===== src/rtl/valu_seq_pkg.sv =====
// Shared types and field widths for the valu issue sequencer.
package valu_seq_pkg;

  localparam int CTRL_W = 32;
  localparam int WFID_W = 6;
  localparam int LANES  = 16;
  localparam int IDX_W  = 2;
  localparam int CNT_W  = 8;

  typedef enum logic [1:0] {
    IDLE  = 2'd0,
    START = 2'd1,
    BUSY  = 2'd2,
    WB    = 2'd3
  } state_t;

endpackage


===== src/rtl/rr_arbiter.sv =====
// Round-robin arbiter: one-hot grant, search starts just after the last
// accepted requester; the pointer only moves when the grant is accepted.
module rr_arbiter #(
  parameter int NUM_REQ = 2,
  parameter int IDX_W   = 2
) (
  input  logic               clk,
  input  logic               rst,
  input  logic [NUM_REQ-1:0] req,
  input  logic               accept,
  output logic [NUM_REQ-1:0] grant,
  output logic [IDX_W-1:0]   grant_idx
);

  logic [IDX_W-1:0] last_q, last_d;
  logic             found;

  // Two passes: requesters above the pointer first, then wrap around.
  always_comb begin
    grant     = '0;
    grant_idx = '0;
    found     = 1'b0;
    for (int j = 0; j < NUM_REQ; j++) begin
      if (!found && req[j] && (IDX_W'(j) > last_q)) begin
        found     = 1'b1;
        grant[j]  = 1'b1;
        grant_idx = IDX_W'(j);
      end
    end
    for (int j = 0; j < NUM_REQ; j++) begin
      if (!found && req[j] && (IDX_W'(j) <= last_q)) begin
        found     = 1'b1;
        grant[j]  = 1'b1;
        grant_idx = IDX_W'(j);
      end
    end
  end

  // Pointer follows the accepted grant.
  always_comb begin
    last_d = last_q;
    if (accept) last_d = grant_idx;
  end

  // Pointer register; reset makes requester 0 the first winner.
  always_ff @(posedge clk or posedge rst) begin
    if (rst) last_q <= IDX_W'(NUM_REQ - 1);
    else     last_q <= last_d;
  end

endmodule


===== src/rtl/valu_issue_seq.sv =====
// Issue sequencer in front of one valu: arbitrates requesters, holds the
// chosen instruction on the valu inputs, waits for done, hands off results.
// Handshakes: a transfer happens on a clock edge where valid and ready are
// both high; valid never waits on ready, and the payload is held stable
// while valid is high and ready is low.
import valu_seq_pkg::*;

module valu_issue_seq #(
  parameter int NUM_REQ = 2,
  parameter int TIMEOUT = 255
) (
  input  logic                      clk,
  input  logic                      rst,
  input  logic [NUM_REQ-1:0]        req_valid,
  output logic [NUM_REQ-1:0]        req_ready,
  input  logic [CTRL_W*NUM_REQ-1:0] req_control,
  input  logic [WFID_W*NUM_REQ-1:0] req_wfid,
  input  logic [LANES*NUM_REQ-1:0]  req_exec,
  input  logic [LANES*NUM_REQ-1:0]  req_vcc,
  output logic [CTRL_W-1:0]         alu_control,
  output logic                      alu_start,
  output logic [LANES-1:0]          alu_source_exec_value,
  output logic [LANES-1:0]          alu_source_vcc_value,
  output logic [IDX_W-1:0]          src_sel,
  input  logic                      valu_done,
  input  logic [LANES-1:0]          alu_sgpr_dest_data,
  input  logic [LANES-1:0]          alu_dest_vcc_value,
  output logic                      wb_valid,
  input  logic                      wb_ready,
  output logic [WFID_W-1:0]         wb_wfid,
  output logic [IDX_W-1:0]          wb_req_id,
  output logic [LANES-1:0]          wb_sgpr,
  output logic [LANES-1:0]          wb_vcc,
  output logic                      busy,
  output logic                      err_timeout,
  output state_t                    dbg_state
);

  localparam logic [CNT_W-1:0] TO_CNT = CNT_W'(TIMEOUT);

  state_t             state_q, state_d;
  logic [CTRL_W-1:0]  ctrl_q, ctrl_d;
  logic [WFID_W-1:0]  wfid_q, wfid_d;
  logic [LANES-1:0]   exec_q, exec_d;
  logic [LANES-1:0]   vcc_q, vcc_d;
  logic [IDX_W-1:0]   idx_q, idx_d;
  logic [CNT_W-1:0]   cnt_q, cnt_d;
  logic               err_q, err_d;
  logic [LANES-1:0]   wb_sgpr_q, wb_sgpr_d;
  logic [LANES-1:0]   wb_vcc_q, wb_vcc_d;

  logic [NUM_REQ-1:0] grant;
  logic [IDX_W-1:0]   grant_idx;
  logic               accept;
  logic [CTRL_W-1:0]  sel_ctrl;
  logic [WFID_W-1:0]  sel_wfid;
  logic [LANES-1:0]   sel_exec;
  logic [LANES-1:0]   sel_vcc;

  assign accept = (state_q == IDLE) && (|req_valid);

  rr_arbiter #(.NUM_REQ(NUM_REQ), .IDX_W(IDX_W)) u_arb (
    .clk       (clk),
    .rst       (rst),
    .req       (req_valid),
    .accept    (accept),
    .grant     (grant),
    .grant_idx (grant_idx)
  );

  // Payload mux driven by the one-hot grant.
  always_comb begin
    sel_ctrl = '0;
    sel_wfid = '0;
    sel_exec = '0;
    sel_vcc  = '0;
    for (int j = 0; j < NUM_REQ; j++) begin
      if (grant[j]) begin
        sel_ctrl = req_control[j*CTRL_W +: CTRL_W];
        sel_wfid = req_wfid[j*WFID_W +: WFID_W];
        sel_exec = req_exec[j*LANES +: LANES];
        sel_vcc  = req_vcc[j*LANES +: LANES];
      end
    end
  end

  // Next-state logic; every register holds unless its state updates it.
  always_comb begin
    state_d   = state_q;
    ctrl_d    = ctrl_q;
    wfid_d    = wfid_q;
    exec_d    = exec_q;
    vcc_d     = vcc_q;
    idx_d     = idx_q;
    cnt_d     = cnt_q;
    err_d     = err_q;
    wb_sgpr_d = wb_sgpr_q;
    wb_vcc_d  = wb_vcc_q;
    case (state_q)
      IDLE: begin
        if (accept) begin
          ctrl_d  = sel_ctrl;
          wfid_d  = sel_wfid;
          exec_d  = sel_exec;
          vcc_d   = sel_vcc;
          idx_d   = grant_idx;
          state_d = START;
        end
      end
      START: begin
        cnt_d   = '0;
        state_d = BUSY;
      end
      BUSY: begin
        if (valu_done) begin
          wb_sgpr_d = alu_sgpr_dest_data;
          wb_vcc_d  = alu_dest_vcc_value;
          state_d   = WB;
        end else begin
          // Saturate so a stuck valu cannot wrap the counter.
          if (cnt_q != '1) cnt_d = cnt_q + 1'b1;
          if ((cnt_q + 1'b1) == TO_CNT) err_d = 1'b1;
        end
      end
      WB: begin
        if (wb_ready) state_d = IDLE;
      end
      default: state_d = IDLE;
    endcase
  end

  // State and datapath registers; reset drops any in-flight instruction.
  always_ff @(posedge clk or posedge rst) begin
    if (rst) begin
      state_q   <= IDLE;
      ctrl_q    <= '0;
      wfid_q    <= '0;
      exec_q    <= '0;
      vcc_q     <= '0;
      idx_q     <= '0;
      cnt_q     <= '0;
      err_q     <= 1'b0;
      wb_sgpr_q <= '0;
      wb_vcc_q  <= '0;
    end else begin
      state_q   <= state_d;
      ctrl_q    <= ctrl_d;
      wfid_q    <= wfid_d;
      exec_q    <= exec_d;
      vcc_q     <= vcc_d;
      idx_q     <= idx_d;
      cnt_q     <= cnt_d;
      err_q     <= err_d;
      wb_sgpr_q <= wb_sgpr_d;
      wb_vcc_q  <= wb_vcc_d;
    end
  end

  // Output decode: control is only visible while the valu owns it.
  always_comb begin
    req_ready             = (state_q == IDLE) ? grant : '0;
    alu_start             = (state_q == START);
    alu_control           = ((state_q == START) || (state_q == BUSY)) ? ctrl_q : '0;
    alu_source_exec_value = exec_q;
    alu_source_vcc_value  = vcc_q;
    src_sel               = idx_q;
    wb_valid              = (state_q == WB);
    wb_wfid               = wfid_q;
    wb_req_id             = idx_q;
    wb_sgpr               = wb_sgpr_q;
    wb_vcc                = wb_vcc_q;
    busy                  = (state_q != IDLE);
    err_timeout           = err_q;
    dbg_state             = state_q;
  end

endmodule

===== config.mk =====
export PLATFORM = sky130hd
export DESIGN_NAME = valu_issue_seq
export DESIGN_NICKNAME = d
export VERILOG_FILES = /design/src/rtl/valu_seq_pkg.sv /design/src/rtl/rr_arbiter.sv /design/src/rtl/valu_issue_seq.sv
export SDC_FILE = /design/constraint.sdc
export NUM_CORES = 1
export LEC_CHECK = 0
export ABC_AREA = 1
export BUFFER_PORTS_ARGS = -buffer_cell sky130_fd_sc_hd__buf_2
export CAP_MARGIN = 25
export CORE_ASPECT_RATIO = 1.2
export CORE_UTILIZATION = 46
export DETAILED_ROUTE_END_ITERATION = 12
export PLACE_DENSITY_LB_ADDON = 0.2
export SYNTH_ARGS = -nofsm -noshare
export SYNTH_HDL_FRONTEND = slang
export SYNTH_SLANG_ARGS = --single-unit

===== constraint.sdc =====
create_clock -name clk -period 5.1 [get_ports clk]
set_clock_uncertainty 0.1 [all_clocks]
set_input_delay 1.02 -clock clk [delete_from_list [all_inputs] [get_ports clk]]
set_output_delay 1.02 -clock clk [all_outputs]
set_load 0.02 [all_outputs]

## Word level (Yosys, flattened, before mapping)

Index checks and enable logic that the tools add are counted.

| word-level totals | value |
|---|---|
| input bits | 178 |
| flip-flop bits (word level) | 117 |
| output and inout bits | 114 |

| cells by class | value |
|---|---|
| reduce and logical (&&, ||, !) cells | 21 |
| order comparisons | 4 |
| eq/ne operators | 10 |
| mux-type cells | 26 |
| add/subtract/negate cells | 1 |
| bitwise gates (word level) | 1 |

Operators by type and width:

| cell | count |
|---|---|
| two-way mux 32 bit | 3 |
| two-way mux 16 bit | 4 |
| two-way mux 8 bit | 2 |
| case mux 8 bit (2 select lines) | 1 |
| two-way mux 6 bit | 2 |
| two-way mux 1 bit | 9 |
| AND reduction 3 bit | 3 |
| adder 8 x 1 -> 8 bit, second input constant | 1 |
| equality test 8 bit, second input constant | 1 |
| logical AND 1 bit | 8 |
| two-way mux 2 bit | 4 |
| != test 2 bit, second input constant | 4 |
| != test 8 bit, second input constant | 1 |
| case mux 2 bit (4 select lines) | 1 |
| equality test 2 bit, second input constant | 2 |
| > comparator 1 x 2 -> 1 bit, first input constant | 2 |
| <= comparator 1 x 2 -> 1 bit, first input constant | 2 |
| AND reduction 2 bit | 2 |
| nonzero test 2 bit | 2 |
| zero test 1 bit | 3 |
| equality test 2 x 1 -> 1 bit, second input constant | 1 |
| zero test 2 bit | 1 |
| != test 2 x 1 -> 1 bit, second input constant | 1 |
| OR reduction 2 bit | 1 |
| other kinds (2) | 2 |

## Depth between registers and ports, before layout

Gate-level depths: netlist of run 1.

| depth | value |
|---|---|
| depth after elaboration | 16 |
| mapped depth | 9 |

## Hierarchy

Synthesis of run 1 repeated with hierarchy kept, for this count alone.

| second synthesis, totals | value |
|---|---|
| cells, all modules | 726 |
| area total of the unflattened synthesis | 6059.6 sq um |

Modules (own cells, without submodules):

| module | seq. area each (sq um) | area each (sq um) | cells an instance | instances |
|---|---|---|---|---|
| valu_issue_seq | 2877.8 | 5974.5 | 713 | 1 |
| rr_arbiter | 26.3 | 85.1 | 13 | 1 |

## Least setup slack after synthesis of run 1

No wires, ideal clock.

| timing | value |
|---|---|
| kind | in2out |
| from | in req_valid[1] |
| to | out req_ready[0] |
| data required time | 3980 ps |
| arrival | 1635 ps |
| slack | 2345 ps |
| path buffers | 1 |
| stages | 4 |
| path through | inv_2 > o21ai_4 > clkbuf_1 > nor2_1 |

| between the ends | value |
|---|---|
| longest elaborated chain between the ends | 8 |

Ends and longest elaborated chain:

| what | RTL line | text |
|---|---|---|
| start, declared | valu_issue_seq.sv:14 | `input logic [NUM_REQ-1:0] req_valid,` |
| logical AND 1 bit (2 in a row) | rr_arbiter.sv:24 | `if (!found && req[j] && (IDX_W'(j) > last_q)) begin` |
| two-way mux 1 bit | rr_arbiter.sv:24 |  |
| zero test 1 bit | rr_arbiter.sv:31 | `if (!found && req[j] && (IDX_W'(j) <= last_q)) begin` |
| logical AND 1 bit (2 in a row) | rr_arbiter.sv:31 |  |
| two-way mux 1 bit | rr_arbiter.sv:31 |  |
| two-way mux 2 bit | valu_issue_seq.sv:161 | `req_ready = (state_q == IDLE) ? grant : '0;` |
| end, declared | valu_issue_seq.sv:15 | `output logic [NUM_REQ-1:0] req_ready,` |

Every way passes these cells.

## Final worst setup path of run 1

| timing | value |
|---|---|
| from | reg state_q[0] (netlist: dbg_state[0]) |
| to | out alu_control[28] |

| between the ends | value |
|---|---|
| longest elaborated chain between the ends | 3 |

Ends and longest elaborated chain:

| what | RTL line | text |
|---|---|---|
| start, declared | valu_issue_seq.sv:41 | `state_t state_q, state_d;` |
| start signal, assigned | valu_issue_seq.sv:146 | `state_q <= state_d;` |
| equality test 2 x 1 -> 1 bit or equality test 2 bit (tied branches) | valu_issue_seq.sv:163 | `alu_control = ((state_q == START) \|\| (state_q == BUSY)) ? ctrl_q : '0;` |
| logical OR 1 bit * | valu_issue_seq.sv:163 |  |
| two-way mux 32 bit * | valu_issue_seq.sv:163 |  |
| end, declared | valu_issue_seq.sv:20 | `output logic [CTRL_W-1:0] alu_control,` |

Every way passes the cells marked *; elsewhere a longest branch is shown, timed or not.

==> summary.txt, run 1 <==
Status
  – Status: complete, no violations

Clocking
  – Skew-Pair Late Insertion Delay: 0.40 ns
  – CTS tree: built
  – Reg clk slew, reported paths: 0.06 ns
  – H-Tree Depth: 4
  – Clk sinks: 115
  – Maximum clock path buffer count: 2
  – Post-CTS Hold Fix Bufs: 0
  – # Post-CTS Setup Buffers: 0
  – Clk root buf: clkbuf_16
  – Num CTS Buffers: 17
  – Cells resized by post-CTS repair: 0

Die
  – IO Count: 292
  – Die width: 105.3 um
  – Die area: 0.01327 mm^2
  – CORE AREA: 0.01228 mm^2
  – Starting Density: 48.01%
  – Vert. Die Dim: 126 um
  – Rows: 44

Routing
  – First DRT Iteration DRCs: 316
  – Total wire length: 16.56 mm
  – DR WL/cell: 12.69 um
  – Vias/cell: 4.569
  – DRC violations left: 0
  – Vias: 5,963
  – DR pass1 iterations: 4
  – DRT antenna net count: 0

GRT
  – First-pass GRT wire length: 26.72 mm
  – M2 GR Usage: 46.94%
  – M1 GR Usage: 30.01%
  – Total congestion overflow: 0
  – Met3 usage: 5.745%
  – Initial antenna violation count: 0
  – GRT busiest layer: met2
  – Vias in the first global route: 5,554
  – Largest net degree at the start of global routing: 71
  – Total track usage: 25.89%

Worst hold path
  – Hold worst-path end: err_timeout
  – Worst Min Path Start: err_timeout
  – Worst Hold Depth: 2
  – Worst min path class: reg -> reg

Place
  – Port bufs: 289
  – Detailed Place HPWL: 11.91 mm
  – Pre-CTS setup slack: 2.285 ns
  – Gpl congestion: 0.8294

Logic synthesis
  – Asr flop ratio synth: 100.0%
  – Synth Area in Adders: 1.486%
  – Syn avg cell area: 6.894 um^2
  – Post-synthesis cell area: 0.005894 mm^2
  – Post-synthesis mux area share: 0%
  – Post-synthesis sequential area ratio: 48.84%
  – EDFF count, synth: 0
  – Post-Synth XOR/XNOR Area: 0%
  – Synth Area in Simple Gates: 30.74%
  – Warnings from Yosys: 0
  – Largest family of logic cells by synthesized area: simple AND/OR/NAND/NOR gates
  – Synth Flop Type: dfrtp_1
  – Synth Area in Compound Gates: 7.302%
  – Synth cell types: 21
  – Seq cells post-synth: 115
  – Post-Synthesis Cells: 855

STA
  – Final setup fails: 0
  – Final Cycle Share: 63.51%
  – Rel. slew slack: 49.59%
  – Fin worst setup slack: 1.861 ns
  – Slew Limit Fails: 0
  – RSZ-0062 raised after global routing: no
  – Worst Tran Pin Value: 0.7561 ns
  – Setup tns final: 0 ns
  – Crit path time final: 3.239 ns
  – Final Hold Fails: 0
  – Fmax: 308.7 MHz

Setup path
  – Critical Path Start Type: flop
  – Slowest stage delay, CP: 0.70 ns
  – Family with the most delay on the worst path: adder cells
  – Critical Path Slowest Stage Cell: ha_1
  – FF-to-FF path depth: 10
  – Buf/Inv on CP: 4
  – Reg2reg start: dbg_state[0]
  – Setup CP Type: reg -> out
  – Worst R2R Setup Slack: 2.73 ns
  – Most common cell on crit path: inv_1
  – Worst R2R End: cnt_q[5]
  – CP Max Fanout: 18
  – Req. time, crit path: 3.98 ns
  – CP Cell Sequence: inv_1 > ha_1 > buf_16 > nand2_1 > inv_1 > buf_2
  – CP endpoint kind: primary output
  – Worst EP arrival: 2.12 ns

Power and ir drop
  – PwrDens: 612.3 mW/mm^2
  – LEAKAGE: 5.191 nW
  – Peak supply drop: 268.3 uV

Cells and area
  – Fin nets: 1,316
  – Inserted Diodes: 0
  – Layout cells sized above 1: 29.46%
  – Filler cell count: 1,153
  – Area Growth Syn to Fin: 37.32%
  – Commonest non-fill, non-tap cell in the layout: nand2_1
  – Final Util: 65.93%
  – Most frequent cells in the layout: 459 x nand2_1, 289 x buf_2, 125 x inv_1

Run
  – Max-Cap Viols: 0
[per-layer routing]
metal,vias up,part of all wire [%]
li1,3064,-
met1,2666,41
met2,217,52
met3,16,5.9
met4,0,1.2
met5,-,0
[tightest hold or removal path, cell delays in order (launching register included)]
cell     delay (ns)
dfrtp_1        0.34
inv_1          0.04
nand2_1        0.05
[logic make-up (layout without fill, tap and decap cells)]
| family | Yosys count | in the layout |
|---|---|---|
| other | 1 | 2 |
| flip-flops | 115 | 115 |
| adder cells (fa/ha/maj) | 7 | 7 |
| AND/OR/NAND/NOR | 479 | 479 |
| buffers and inverters | 173 | 461 |
| AO/OA/AOI/OAI | 80 | 80 |
[through the flow]
| stage | hold WS (ns) | cell area [um^2] | cells | power (mW) |
|---|---|---|---|---|
| 2_1_floorplan | 0.3419 | 5898 | 856 | 2.917 |
| 3_5_place_dp | 0.3579 | 7455 | 1273 | 3.709 |
| 3_3_place_gp | 0.3436 | 7407 | 1271 | 3.621 |
| 4_1_cts | 0.3723 | 8094 | 1305 | 5.005 |
| 6_report | 0.3634 | 8094 | 1305 | 4.956 |
| 5_1_grt | 0.3871 | 8094 | 1305 | 5.303 |
[cell usage after synthesis, types with 2 or more instances]
cell	count	area, um^2
dfrtp_1	114	2853
nor3_1	2	10.01
nor2_1	10	37.54
o21ai_0	58	290.3
o21ai_1	17	85.08
inv_2	6	22.52
nand3_1	7	35.03
clkbuf_1	21	78.83
nand2_1	459	1723
ha_1	7	87.58
buf_2	17	85.08
buf_4	3	22.52
inv_1	126	473.0
[worst max path at each step]
stage                      start                        to  depth (start not counted)
floorplan                    rst  alu_source_exec_value[0]                          1
global placement    dbg_state[0]           alu_control[22]                          5
detailed placement  dbg_state[0]           alu_control[20]                          6
CTS                 dbg_state[0]           alu_control[20]                          6
global route        dbg_state[0]           alu_control[16]                          6
finish              dbg_state[0]           alu_control[28]                          6
[area by class of cell]
class	count	area, um^2	share of cell area [%]
inverter	132	498.0	6.152
multi-input combinational	568	2337	28.88
clock buffer	24	491.7	6.075
tap	161	201.4	2.489
timing repair buffer	297	1539	19.01
sequential	115	2879	35.57
clock inverter	8	147.6	1.824
[power by group]
part | switching, mW | internal [mW]
Sequential | 0.225 | 1.29
Clock | 0.401 | 0.869
Combinational | 1.48 | 0.694
[sequential cells by signal, summed over array words and instances (netlist names)]
name                   cells
u_arb.last_q               1
cnt_q                      8
ctrl_q                    32
alu_source_exec_value     16
wb_sgpr                   16
src_sel                    1
err_timeout                1
wb_vcc                    16
wb_wfid                    6
alu_source_vcc_value      16
dbg_state                  2
Note: power is estimated with default switching activity, not from simulation.
==> run 2, diff against run 1 <==
--- a/config.mk
+++ b/config.mk
@@ -9,7 +9,7 @@
 export BUFFER_PORTS_ARGS = -buffer_cell sky130_fd_sc_hd__buf_2
 export CAP_MARGIN = 25
 export CORE_ASPECT_RATIO = 1.2
-export CORE_UTILIZATION = 46
+export CORE_UTILIZATION = 42
 export DETAILED_ROUTE_END_ITERATION = 12
 export PLACE_DENSITY_LB_ADDON = 0.2
 export SYNTH_ARGS = -nofsm -noshare
==> constraint.sdc (replaced) <==
create_clock -name clk -period 2.8 [get_ports clk]
set_clock_uncertainty 0.1 [all_clocks]
set_input_delay 0.56 -clock clk [delete_from_list [all_inputs] [get_ports clk]]
set_output_delay 0.56 -clock clk [all_outputs]
set_load 0.02 [all_outputs]
==> run 2 against run 1 <==
  * Clock-buffer cell count shrank 4
  * Cell count grew 0.92%
  * Worst hold slack lost 0.15 ns
  * Utilization shrank 6.6 points
  * Clock power grew 82%
  * Global-route usage shrank 3.0 points
  * First-iteration DRC count shrank 17%
  * Total power grew 82%
  * Critical path type unchanged
  * Critical path depth is the same
  * Sequential cell count is the same
  * Via count shrank 0.80%
==> summary.txt, run 2 (synthesis results as in run 1) <==
Worst hold path
  – Worst min path class: in -> async

Cells and area
  – Fin nets: 1,318 (+0.15%)
  – Final non-filler cell total: 1,317 (+0.92%)
  – Final Util: 59.29% (-6.6 points)
  – Commonest non-fill, non-tap cell in the layout: nand2_1
  – Most frequent cells in the layout: 459 x nand2_1, 289 x buf_2, 125 x inv_1
  – Area Growth Syn to Fin: 38.42%
  – Reg with most FFs: ctrl_q
  – Filler cell count: 1,337 (+16%)
  – Number of flip-flops in the largest register: 32 (unchanged)
  – Layout cells sized above 1: 29.93% (+0.47 points)
  – Inserted Diodes: 0 (unchanged)

Routing
  – Met3 WL: 1.132 mm (+15%)
  – DRC violations left: 0 (unchanged)
  – Vias: 5,915 (-0.80%)
  – Total wire length: 15.90 mm (-4.0%)
  – DR pass1 iterations: 4 (unchanged)
  – DR WL/cell: 12.07 um (-4.8%)
  – DRT met1 WL: 6.796 mm (+0.21%)
  – DRT antenna net count: 0 (unchanged)
  – Highest routed layer: met4
  – WL met2: 7.637 mm (-11%)
  – First DRT Iteration DRCs: 262 (-17%)
  – Vias/cell: 4.491 (-1.7%)

Place
  – Detailed Place HPWL: 11.55 mm (-3.1%)
  – Gpl congestion: 0.8224 (-0.84%)
  – Placed cell count: 1,285 (+0.94%)
  – Port bufs: 289 (unchanged)

Setup path
  – Setup CP Type: reg -> out
  – CP endpoint kind: primary output
  – Req. time, crit path: 2.14 ns (-1.84 ns)
  – Critical Path Start Type: flop
  – Worst EP arrival: 1.88 ns (-0.24 ns)
  – CP Max Fanout: 23 (+5)

Power and ir drop
  – PwrDens: 1106 mW/mm^2 (+81%)
  – LEAKAGE: 5.217 nW (+0.51%)
  – Peak supply drop: 655.3 uV (+140%)
  – Pwr Total: 9.022 mW (+82%)

Die
  – CORE AREA: 0.01376 mm^2 (+12%)
  – Die width: 110.1 um (+4.6%)
  – Rows: 47 (+6.8%)
  – Die area: 0.01451 mm^2 (+9.4%)
  – IO Count: 292 (unchanged)
  – Vert. Die Dim: 131.8 um (+4.6%)
  – Starting Density: 42.84% (-5.2 points)

STA
  – Final setup fails: 0 (unchanged)
  – Final Cycle Share: 90.64%
  – Worst Tran Pin Value: 0.6342 ns (-0.1219 ns)
  – Crit path time final: 2.538 ns
  – Rel. slew slack: 57.72% (+8.1 points)
  – Setup tns final: 0 ns (unchanged)
  – Slew Limit Fails: 0 (unchanged)
  – Final Hold Fails: 0 (unchanged)
  – Fmax: 394.0 MHz
  – RSZ-0062 raised after global routing: no

Status
  – Status: complete, no violations

Clocking
  – Maximum clock path buffer count: 2 (unchanged)
  – Post-CTS Hold Fix Bufs: 0 (unchanged)
  – Cells resized by post-CTS repair: 0 (unchanged)
  – CTS tree: built
  – Reg clk slew, reported paths: 0.06 ns (about the same)
  – Num CTS Buffers: 17 (unchanged)
  – Skew-Pair Late Insertion Delay: 0.40 ns (about the same)
  – Clk sinks: 115 (unchanged)
  – # Post-CTS Setup Buffers: 0 (unchanged)
  – H-Tree Depth: 4 (unchanged)
  – Clk root buf: clkbuf_16

GRT
  – Total track usage: 22.91% (-3.0 points)
  – Largest net degree at the start of global routing: 116 (+63%)
  – First-pass GRT wire length: 25.96 mm (-2.8%)
  – Vias in the first global route: 5,633 (+1.4%)
  – Initial antenna violation count: 0 (unchanged)
  – Total congestion overflow: 0 (unchanged)

Run
  – Max-Cap Viols: 0 (unchanged)
==> run 2: cell types whose count changed in the layout (fill, tap and decap cells not counted), moves of 2 or more <==
cell	delta
inv_6	+2
buf_12	+4
clkinv_2	+2
clkbuf_1	-3
==> run 2: worst paths after layout <==
path                                       startpoint               to  slack, ns  depth (start not counted)
worst min-delay path                              rst       wb_sgpr[1]       0.21                          3
worst max register to register           dbg_state[0]         cnt_q[4]       1.00                          8
max in group asynchronous                         rst      wb_sgpr[12]       1.89                          3
worst max-delay path                     dbg_state[0]  alu_control[22]       0.26                          6
min in group clk                alu_dest_vcc_value[0]        wb_vcc[0]       0.25                          3
worst min register to register            err_timeout      err_timeout       0.36                          2
==> run 2: per-layer routing <==
layer / global-route usage (%) / up-vias
met2: 38.23 / 217
met3: 6.179 / 26
met1: 28.22 / 2599
met4: 8.041 / 0
li1: - / 3073
met5: 0 / -
==> run 2: layout make-up <==
| class | instances | area [um^2] | share of cell area (%) |
|---|---|---|---|
| clock buffer | 20 | 466.7 | 5.720 |
| clock inverter | 12 | 176.4 | 2.162 |
| inverter | 132 | 499.2 | 6.119 |
| multi-input combinational | 568 | 2340 | 28.68 |
| sequential | 115 | 2879 | 35.29 |
| tap | 171 | 214.0 | 2.622 |
| timing repair buffer | 299 | 1584 | 19.41 |
==> run 2: where the power goes <==
| group | total (mW) | leakage [nW] | switching, mW | internal, mW |
|---|---|---|---|---|
| Combinational | 3.95 | 3.44 | 2.66 | 1.29 |
| Sequential | 2.76 | 1.46 | 0.410 | 2.35 |
| Clock | 2.31 | 0.313 | 0.748 | 1.56 |
==> run 2: metrics by stage <==
stage | hold WS [ns] | instance area, um^2 | worst slack [ns]
after floorplan | 0.3419 | 5902 | 0.5723
after global placement | 0.3486 | 7513 | 0.6335
after detailed placement | 0.3452 | 7513 | 0.5608
after CTS | 0.2283 | 8157 | 0.1191
after global routing | 0.2410 | 8159 | 0.08803
final | 0.2093 | 8159 | 0.2620
==> run 2: critical path: stages (launching register included) <==
cell and delay [ns]:
dfrtp_1 0.40, inv_1 0.11, ha_2 0.49, buf_12 0.20
nand2_1 0.07, inv_1 0.05, buf_2 0.15
